--- src/rtl/onehot_seq_ctrl_if.sv ---
// Stream bundle for onehot_seq_ctrl: the serial bit input and the match event output.
// Handshake: a transfer happens on a rising clk edge where valid & ready are both 1.
interface onehot_seq_ctrl_if;
    logic in_valid;
    logic in_data;
    logic in_ready;
    logic match_valid;
    logic match_ready;

    modport master (
        output in_valid,
        output in_data,
        output match_ready,
        input  in_ready,
        input  match_valid
    );

    modport slave (
        input  in_valid,
        input  in_data,
        input  match_ready,
        output in_ready,
        output match_valid
    );
endinterface

--- src/rtl/onehot_seq_ctrl.sv ---
// Registered one-hot "101" detector (A,B,C,D; out high in D) with stream input,
// held match event handshake, saturating match counter and checked state load.
module onehot_seq_ctrl #(
    parameter int CNT_W = 16
) (
    input  logic             i_clk,
    input  logic             i_reset,
    input  logic             i_en,
    input  logic             i_clr,
    input  logic             i_cfg_load,
    input  logic [3:0]       i_cfg_state,
    onehot_seq_ctrl_if.slave bus,
    output logic [3:0]       o_state,
    output logic             o_out,
    output logic [CNT_W-1:0] o_match_count,
    output logic             o_err_onehot
);
    localparam logic [3:0] ST_A = 4'b0001;
    localparam logic [3:0] ST_B = 4'b0010;
    localparam logic [3:0] ST_C = 4'b0100;
    localparam logic [3:0] ST_D = 4'b1000;

    logic [3:0]       r_state;
    logic             r_match_valid;
    logic [CNT_W-1:0] r_match_count;
    logic             r_err_onehot;

    logic             w_in_ready;
    logic             w_accept;
    logic [3:0]       w_next_state;
    logic             w_enter_d;
    logic             w_match_hs;
    logic             w_cfg_legal;
    logic             w_cnt_sat;

    // A pending match that the consumer is not taking this cycle stalls input,
    // so a second entry into D can never overwrite an unconsumed event.
    assign w_in_ready = i_en & ~i_reset & ~i_cfg_load & ~(r_match_valid & ~bus.match_ready);
    assign w_accept   = bus.in_valid & w_in_ready;
    assign w_match_hs = r_match_valid & bus.match_ready;
    assign w_cnt_sat  = &r_match_count;

    // Exactly one bit set: non-zero and clearing the lowest set bit leaves zero.
    assign w_cfg_legal = (i_cfg_state != 4'b0000) &&
                         ((i_cfg_state & (i_cfg_state - 4'd1)) == 4'b0000);

    always_comb begin
        w_next_state = ST_A;
        case (r_state)
            ST_A:    w_next_state = bus.in_data ? ST_B : ST_A;
            ST_B:    w_next_state = bus.in_data ? ST_B : ST_C;
            ST_C:    w_next_state = bus.in_data ? ST_D : ST_A;
            ST_D:    w_next_state = bus.in_data ? ST_B : ST_C;
            default: w_next_state = ST_A;
        endcase
    end

    assign w_enter_d = w_accept & (w_next_state == ST_D);

    always_ff @(posedge i_clk) begin
        if (i_reset) begin
            r_state <= ST_A;
        end else if (i_cfg_load) begin
            r_state <= w_cfg_legal ? i_cfg_state : ST_A;
        end else if (w_accept) begin
            r_state <= w_next_state;
        end
    end

    // Set has priority over the handshake clear should the two ever coincide.
    always_ff @(posedge i_clk) begin
        if (i_reset) begin
            r_match_valid <= 1'b0;
        end else if (w_enter_d) begin
            r_match_valid <= 1'b1;
        end else if (w_match_hs) begin
            r_match_valid <= 1'b0;
        end
    end

    always_ff @(posedge i_clk) begin
        if (i_reset) begin
            r_match_count <= '0;
        end else if (i_clr) begin
            r_match_count <= '0;
        end else if (w_enter_d && !w_cnt_sat) begin
            r_match_count <= r_match_count + 1'b1;
        end
    end

    // A new illegal load outranks clr so the error is never silently lost.
    always_ff @(posedge i_clk) begin
        if (i_reset) begin
            r_err_onehot <= 1'b0;
        end else if (i_cfg_load && !w_cfg_legal) begin
            r_err_onehot <= 1'b1;
        end else if (i_clr) begin
            r_err_onehot <= 1'b0;
        end
    end

    assign bus.in_ready    = w_in_ready;
    assign bus.match_valid = r_match_valid;
    assign o_state         = r_state;
    assign o_out           = r_state[3];
    assign o_match_count   = r_match_count;
    assign o_err_onehot    = r_err_onehot;
endmodule

--- src/flat_wrapper.sv ---
// flat-port wrapper written by rule: the top's interface ports become plain ports
module onehot_seq_ctrl_flat 
#(
    parameter int CNT_W = 16
)
  (i_clk, i_reset, i_en, i_clr, i_cfg_load, i_cfg_state, o_state, o_out, o_match_count, o_err_onehot, bus_in_valid, bus_in_data, bus_match_ready, bus_in_ready, bus_match_valid);
  onehot_seq_ctrl_if bus_i ();
  input  logic i_clk;
  input  logic i_reset;
  input  logic i_en;
  input  logic i_clr;
  input  logic i_cfg_load;
  input  logic [3:0] i_cfg_state;
  output logic [3:0] o_state;
  output logic o_out;
  output logic [CNT_W-1:0] o_match_count;
  output logic o_err_onehot;
  input wire logic [$bits(bus_i.in_valid)-1:0] bus_in_valid;
  input wire logic [$bits(bus_i.in_data)-1:0] bus_in_data;
  input wire logic [$bits(bus_i.match_ready)-1:0] bus_match_ready;
  output wire logic [$bits(bus_i.in_ready)-1:0] bus_in_ready;
  output wire logic [$bits(bus_i.match_valid)-1:0] bus_match_valid;
  assign bus_i.in_valid = bus_in_valid;
  assign bus_i.in_data = bus_in_data;
  assign bus_i.match_ready = bus_match_ready;
  assign bus_in_ready = bus_i.in_ready;
  assign bus_match_valid = bus_i.match_valid;
  onehot_seq_ctrl #(.CNT_W(CNT_W)) u_core (.i_clk(i_clk), .i_reset(i_reset), .i_en(i_en), .i_clr(i_clr), .i_cfg_load(i_cfg_load), .i_cfg_state(i_cfg_state), .bus(bus_i), .o_state(o_state), .o_out(o_out), .o_match_count(o_match_count), .o_err_onehot(o_err_onehot));
endmodule
--- config.mk ---
export PLATFORM = sky130hd
export DESIGN_NAME = onehot_seq_ctrl_flat
export DESIGN_NICKNAME = d
export VERILOG_FILES = /design/src/rtl/onehot_seq_ctrl_if.sv /design/src/rtl/onehot_seq_ctrl.sv /design/src/flat_wrapper.sv
export SDC_FILE = /design/constraint.sdc
export NUM_CORES = 1
export LEC_CHECK = 0
export CAP_MARGIN = 20
export CORE_ASPECT_RATIO = 0.8
export CORE_MARGIN = 4
export CORE_UTILIZATION = 50
export CTS_BUF_LIST = sky130_fd_sc_hd__clkbuf_8 sky130_fd_sc_hd__clkbuf_16
export DETAILED_ROUTE_END_ITERATION = 8
export PLACE_DENSITY = 0.86
export SLEW_MARGIN = 20
export SYNTH_ARGS = -nofsm -noshare
export SYNTH_HDL_FRONTEND = slang
export SYNTH_SLANG_ARGS = --single-unit
--- constraint.sdc ---
create_clock -name i_clk -period 5.9 [get_ports i_clk]
set_input_delay 0.885 -clock i_clk [delete_from_list [all_inputs] [get_ports i_clk]]
set_output_delay 0.885 -clock i_clk [all_outputs]
set_load 0.01 [all_outputs]
== Word-level counts from Yosys, hierarchy flattened ==
Index checks and enable logic that the tools add are counted.
Operators by class
  $add $sub $neg: 2
  equal/unequal tests: 5
  mux-type cells: 11
  bitwise gates (word level): 12
  reductions and logical operators: 13
Operators by type and width (number)
  adder 16 x 1 -> 16 bit (second input constant): 1
  two-way mux 4 bit: 4
  AND reduction 16 bit: 1
  case mux 4 bit (3 select lines): 1
  equality test 4 bit (second input constant): 2
  bitwise AND 1 bit: 7
  nonzero test 2 bit: 3
  bitwise AND 4 bit: 1
  equality test 4 x 1 -> 1 bit (second input constant): 1
  equality test 4 x 2 -> 1 bit (second input constant): 1
  equality test 4 x 3 -> 1 bit (second input constant): 1
  zero test 4 bit: 1
  two-way mux 1 bit: 4
  NOT 1 bit: 4
  nonzero test 4 bit: 1
  OR reduction 2 bit: 2
  subtractor 4 x 1 -> 4 bit (second input constant): 1
  logical AND 1 bit: 3
  two-way mux 3 bit: 1
  zero test 1 bit: 2
  two-way mux 2 bit: 1
Word-level totals
  register bits: 22
  output and inout bits: 24

== Longest topological paths before layout ==
  depth after elaboration: 7
  mapped depth: 7
  depth with buffers taken out: 6

== Least setup slack after synthesis ==
Ideal clock, no wire load.
  path kind: input to register
  from: input port i_cfg_load
  to: register u_core.r_match_count[12] (netlist: u_core.o_match_count[12])
  library setup time: 0.071 ns
  arrival time: 2.309 ns
  slack: 3.521 ns
  cell stages on the path: 7
  buffers on the path: 2
  path through: buf_6 > nor2_8 > nand4_4 > or4_1 > clkbuf_2 > or3_1 > a21oi_1
Between the ends
  cells in the longest elaborated chain, start to end: 6
RTL lines
  from (decl): line flat_wrapper.sv:12  | input logic i_cfg_load;
  NOT 1 bit: line onehot_seq_ctrl.sv:38  | assign w_in_ready = i_en & ~i_reset & ~i_cfg_load & ~(r_match_valid & ~bus.match_ready);
  bitwise AND 1 bit (2 in series): line onehot_seq_ctrl.sv:38
  bitwise AND 1 bit: line onehot_seq_ctrl.sv:39  | assign w_accept = bus.in_valid & w_in_ready;
  bitwise AND 1 bit: line onehot_seq_ctrl.sv:58  | assign w_enter_d = w_accept & (w_next_state == ST_D);
  logical AND 1 bit: line onehot_seq_ctrl.sv:86  | end else if (w_enter_d && !w_cnt_sat) begin
  to (signal assigned): line onehot_seq_ctrl.sv:87  | r_match_count <= r_match_count + 1'b1;
  to (decl): line onehot_seq_ctrl.sv:25  | logic [CNT_W-1:0] r_match_count;
No other way between the ends.
A chain may end at the register's enable or synchronous reset.

== Final worst setup path ==
  from: input port i_reset
  to: output port bus_in_ready
Between the ends
  cells in the longest elaborated chain, start to end: 4
RTL lines
  from (decl): line flat_wrapper.sv:9  | input logic i_reset;
  NOT 1 bit: line onehot_seq_ctrl.sv:38
  bitwise AND 1 bit (3 in series): line onehot_seq_ctrl.sv:38
  to (decl): line flat_wrapper.sv:21  | output wire logic [$bits(bus_i.in_ready)-1:0] bus_in_ready;
No other way between the ends.

==> results by group <==
STA
  • Fmax: between 300 and 400 MHz
  • Final hold slack: between 0.5 and 0.6 ns
  • Total negative slack: 0 ns
  • Tcrit/Tclk final: ~56%
  • Minimum clock period: 3.33 ns
  • Max transition margin: a little under half
  • Final Hold Viols: 0
  • Max-slew violation count: 0
  • Final setup vio count: 0
  • Slew @ Worst Pin: between 0.7 and 0.8 ns
  • Clock Skew: between 0.0015 and 0.002 ns
  • RSZ-0062 raised after global routing: no

Cells and area
  • Share of layout cells above drive strength 1: 7.49%
  • N_diodes: 0
  • Final #Nets: 201
  • Area Growth Syn to Fin: 31.9%

Yosys
  • Most frequent cell after synthesis: dfxtp_1
  • Yosys warns: 0
  • Number of synthesized flops with an enable pin: 0
  • Cell variety after synth: 49
  • Fraction of registers with async set or reset after synthesis: 0%
  • Top cells by area, synth: dfxtp_1, a21oi_1, nor2_1, o21ai_0, nand3_1
  • Yosys reg bits: 22
  • Most common library cells after synthesis: dfxtp_1, nor2_1, a21oi_1
  • Syn Nets: about 170
  • Yosys top cell by area: dfxtp_1
  • Post-synth top area share: between 30% and 40%
  • Syn avg cell area: 8.27 um^2
  • Synthesized cell area: 1280 um^2
  • Post-synthesis sequential area ratio: approximately a third
  • Ys flop type: dfxtp_1
  • Post-Syn Instances: between 150 and 200

Global routing
  • First-pass GRT wire length: around 5.5 mm
  • GR Util All Layers: 20.7%
  • Initial antenna violation count: 0
  • Number of global-route vias before repair: 1273
  • Total congestion overflow: 0
  • Largest net degree at the start of global routing: 13

Pwr
  • Clk pwr share: 37.0%
  • NetSw: 70.4 uW
  • Leak: 0.546 nW
  • Maximum vdd drop: ~0.11 mV
  • Total power: 297 uW
  • PwrDens: between 150 and 200 nW/um^2
  • Internal power: about 230 uW
  • Sw frac: about a quarter
  • Combinational power share: between 10% and 20%
  • Flop pwr share: 51.4%

Die
  • Core Rows: 16
  • Initial core utilization: 52.5%
  • Die Span Y: between 50 and 60 um
  • Die width: 64.6 um
  • IO Count: 36
  • Area of the core: 2440 um^2
  • Die ar.: 3440 um^2

Flow run
  • Max-Cap Viols: 0

Critical path
  • Worst EP arrival: about 2.5 ns
  • Path depth of the worst reg2reg path: 6
  • Max FO, Critical Path: 11
  • CP startpoint kind: input pin
  • Crit end category: primary output
  • Reg2reg start: u_core.o_match_count[0]
  • Crit Path Class: input pin to primary output
  • WP data required: around 5.0 ns
  • Worst Setup SP: i_reset

Worst hold path
  • Worst hold path class: register to register
  • Hold Crit Start: u_core.o_err_onehot
  • WHS Path Cells: 2

Placement
  • Final GP Congestion: 0.854
  • PortBufs: 35
  • DP HPWL: 2.65 mm

Route
  • Routed WL: 3.46 mm
  • Antenna Nets Post-Route: 0
  • Vias: 1352
  • DRC Markers: 0
  • 1st-pass router iterations: 4
  • Vias per cell: between 6 and 7
  • Mean routed wirelength per cell: ~15 um
  • Initial DRC count: 89

CTS
  • CTS Buffer Depth: 2
  • Clk Latency, worst-skew pair: 0.26 ns
  • CTS resizes: 0
  • H-tree depth: 1
  • Root Buffer Master: clkbuf_8
  • # clock sinks: 22
  • CTS tree: built
  • CTS Hold Bufs: 0
  • Setup repair bufs after CTS: 0
  • CTS Buf Count: 3
  • Worst-path clk slew: around 0.080 ns

Outcome
  • Status: finished, final reports clean
[layer usage]
layer	wire [um]	vias to the layer above	GRT usage, %
met5	0	-	0
met4	69	0	6.67
met3	223	8	4.46
met2	1680	63	39.2
met1	1480	630	23.2
li1	-	651	-
[cells by family (layout without fill, tap and decap cells)]
kind of cell / after synthesis / in the layout / share of synthesized area (%)
AND/OR/NAND/NOR: 64 / 64 / 30.0
AO/OA/AOI/OAI: 43 / 43 / 22.2
flip-flops: 22 / 22 / 34.3
buffers and inverters: 16 / 48 / 5.85
XOR/XNOR: 6 / 6 / 4.10
multiplexers: 3 / 3 / 2.44
adder cells (fa/ha/maj): 1 / 1 / 0.975
[flip-flops by register name (all words and copies together) (netlist names)]
name and count:
u_core.bus.match_valid 1, u_core.o_err_onehot 1, u_core.o_match_count 16, u_core.o_state 4
[critical path: stages]
cell	delay, ns
clkdlybuf4s50_1	0.63
nor2_8	0.20
and3_2	0.19
clkdlybuf4s50_1	0.53
[worst paths after layout]
path / endpoint / slack (ns)
worst max-delay path: bus_in_ready / 2.57
worst min-delay path: u_core.o_err_onehot / 0.52
worst max register to register: u_core.o_match_count[1] / 3.69
worst min register to register: u_core.o_err_onehot / 0.52
[cell usage in the layout (no fill, tap or decap), types with 5 or more instances in the layout]
cell	instances
nor2_1	14
a21oi_1	12
o21ai_0	10
nand3_1	7
nand2_1	8
dfxtp_1	22
inv_1	9
or3_1	5
clkdlybuf4s50_1	35
[power groups by stage]
stage               Combinational, mW  Sequential, mW  Clock, mW
CTS                            0.0341           0.153      0.110
global route                   0.0369           0.153      0.115
floorplan                      0.0178           0.156          0
global placement               0.0323           0.156          0
detailed placement             0.0339           0.156          0
finish                         0.0343           0.153      0.110
[stage by stage]
step	cell area, um^2	setup WS [ns]	util (%)	std cells
3_3_place_gp	1640	2.59	67.0	219
2_1_floorplan	1280	3.52	-	155
4_1_cts	1690	2.56	69.3	223
5_1_grt	1690	2.50	69.3	223
6_report	1690	2.57	69.3	223
3_5_place_dp	1640	2.57	67.0	219
[layout make-up]
type / instances / area (um^2)
Tap cell: 36 / 45.0
Timing Repair Buffer: 35 / 350
Multi-Input combinational cell: 117 / 767
Fill cell: 205 / 751
Sequential cell: 22 / 440
Clock buffer: 4 / 55.1
Inverter: 9 / 33.8
No activity file was read; power rests on OpenSTA's default activity.
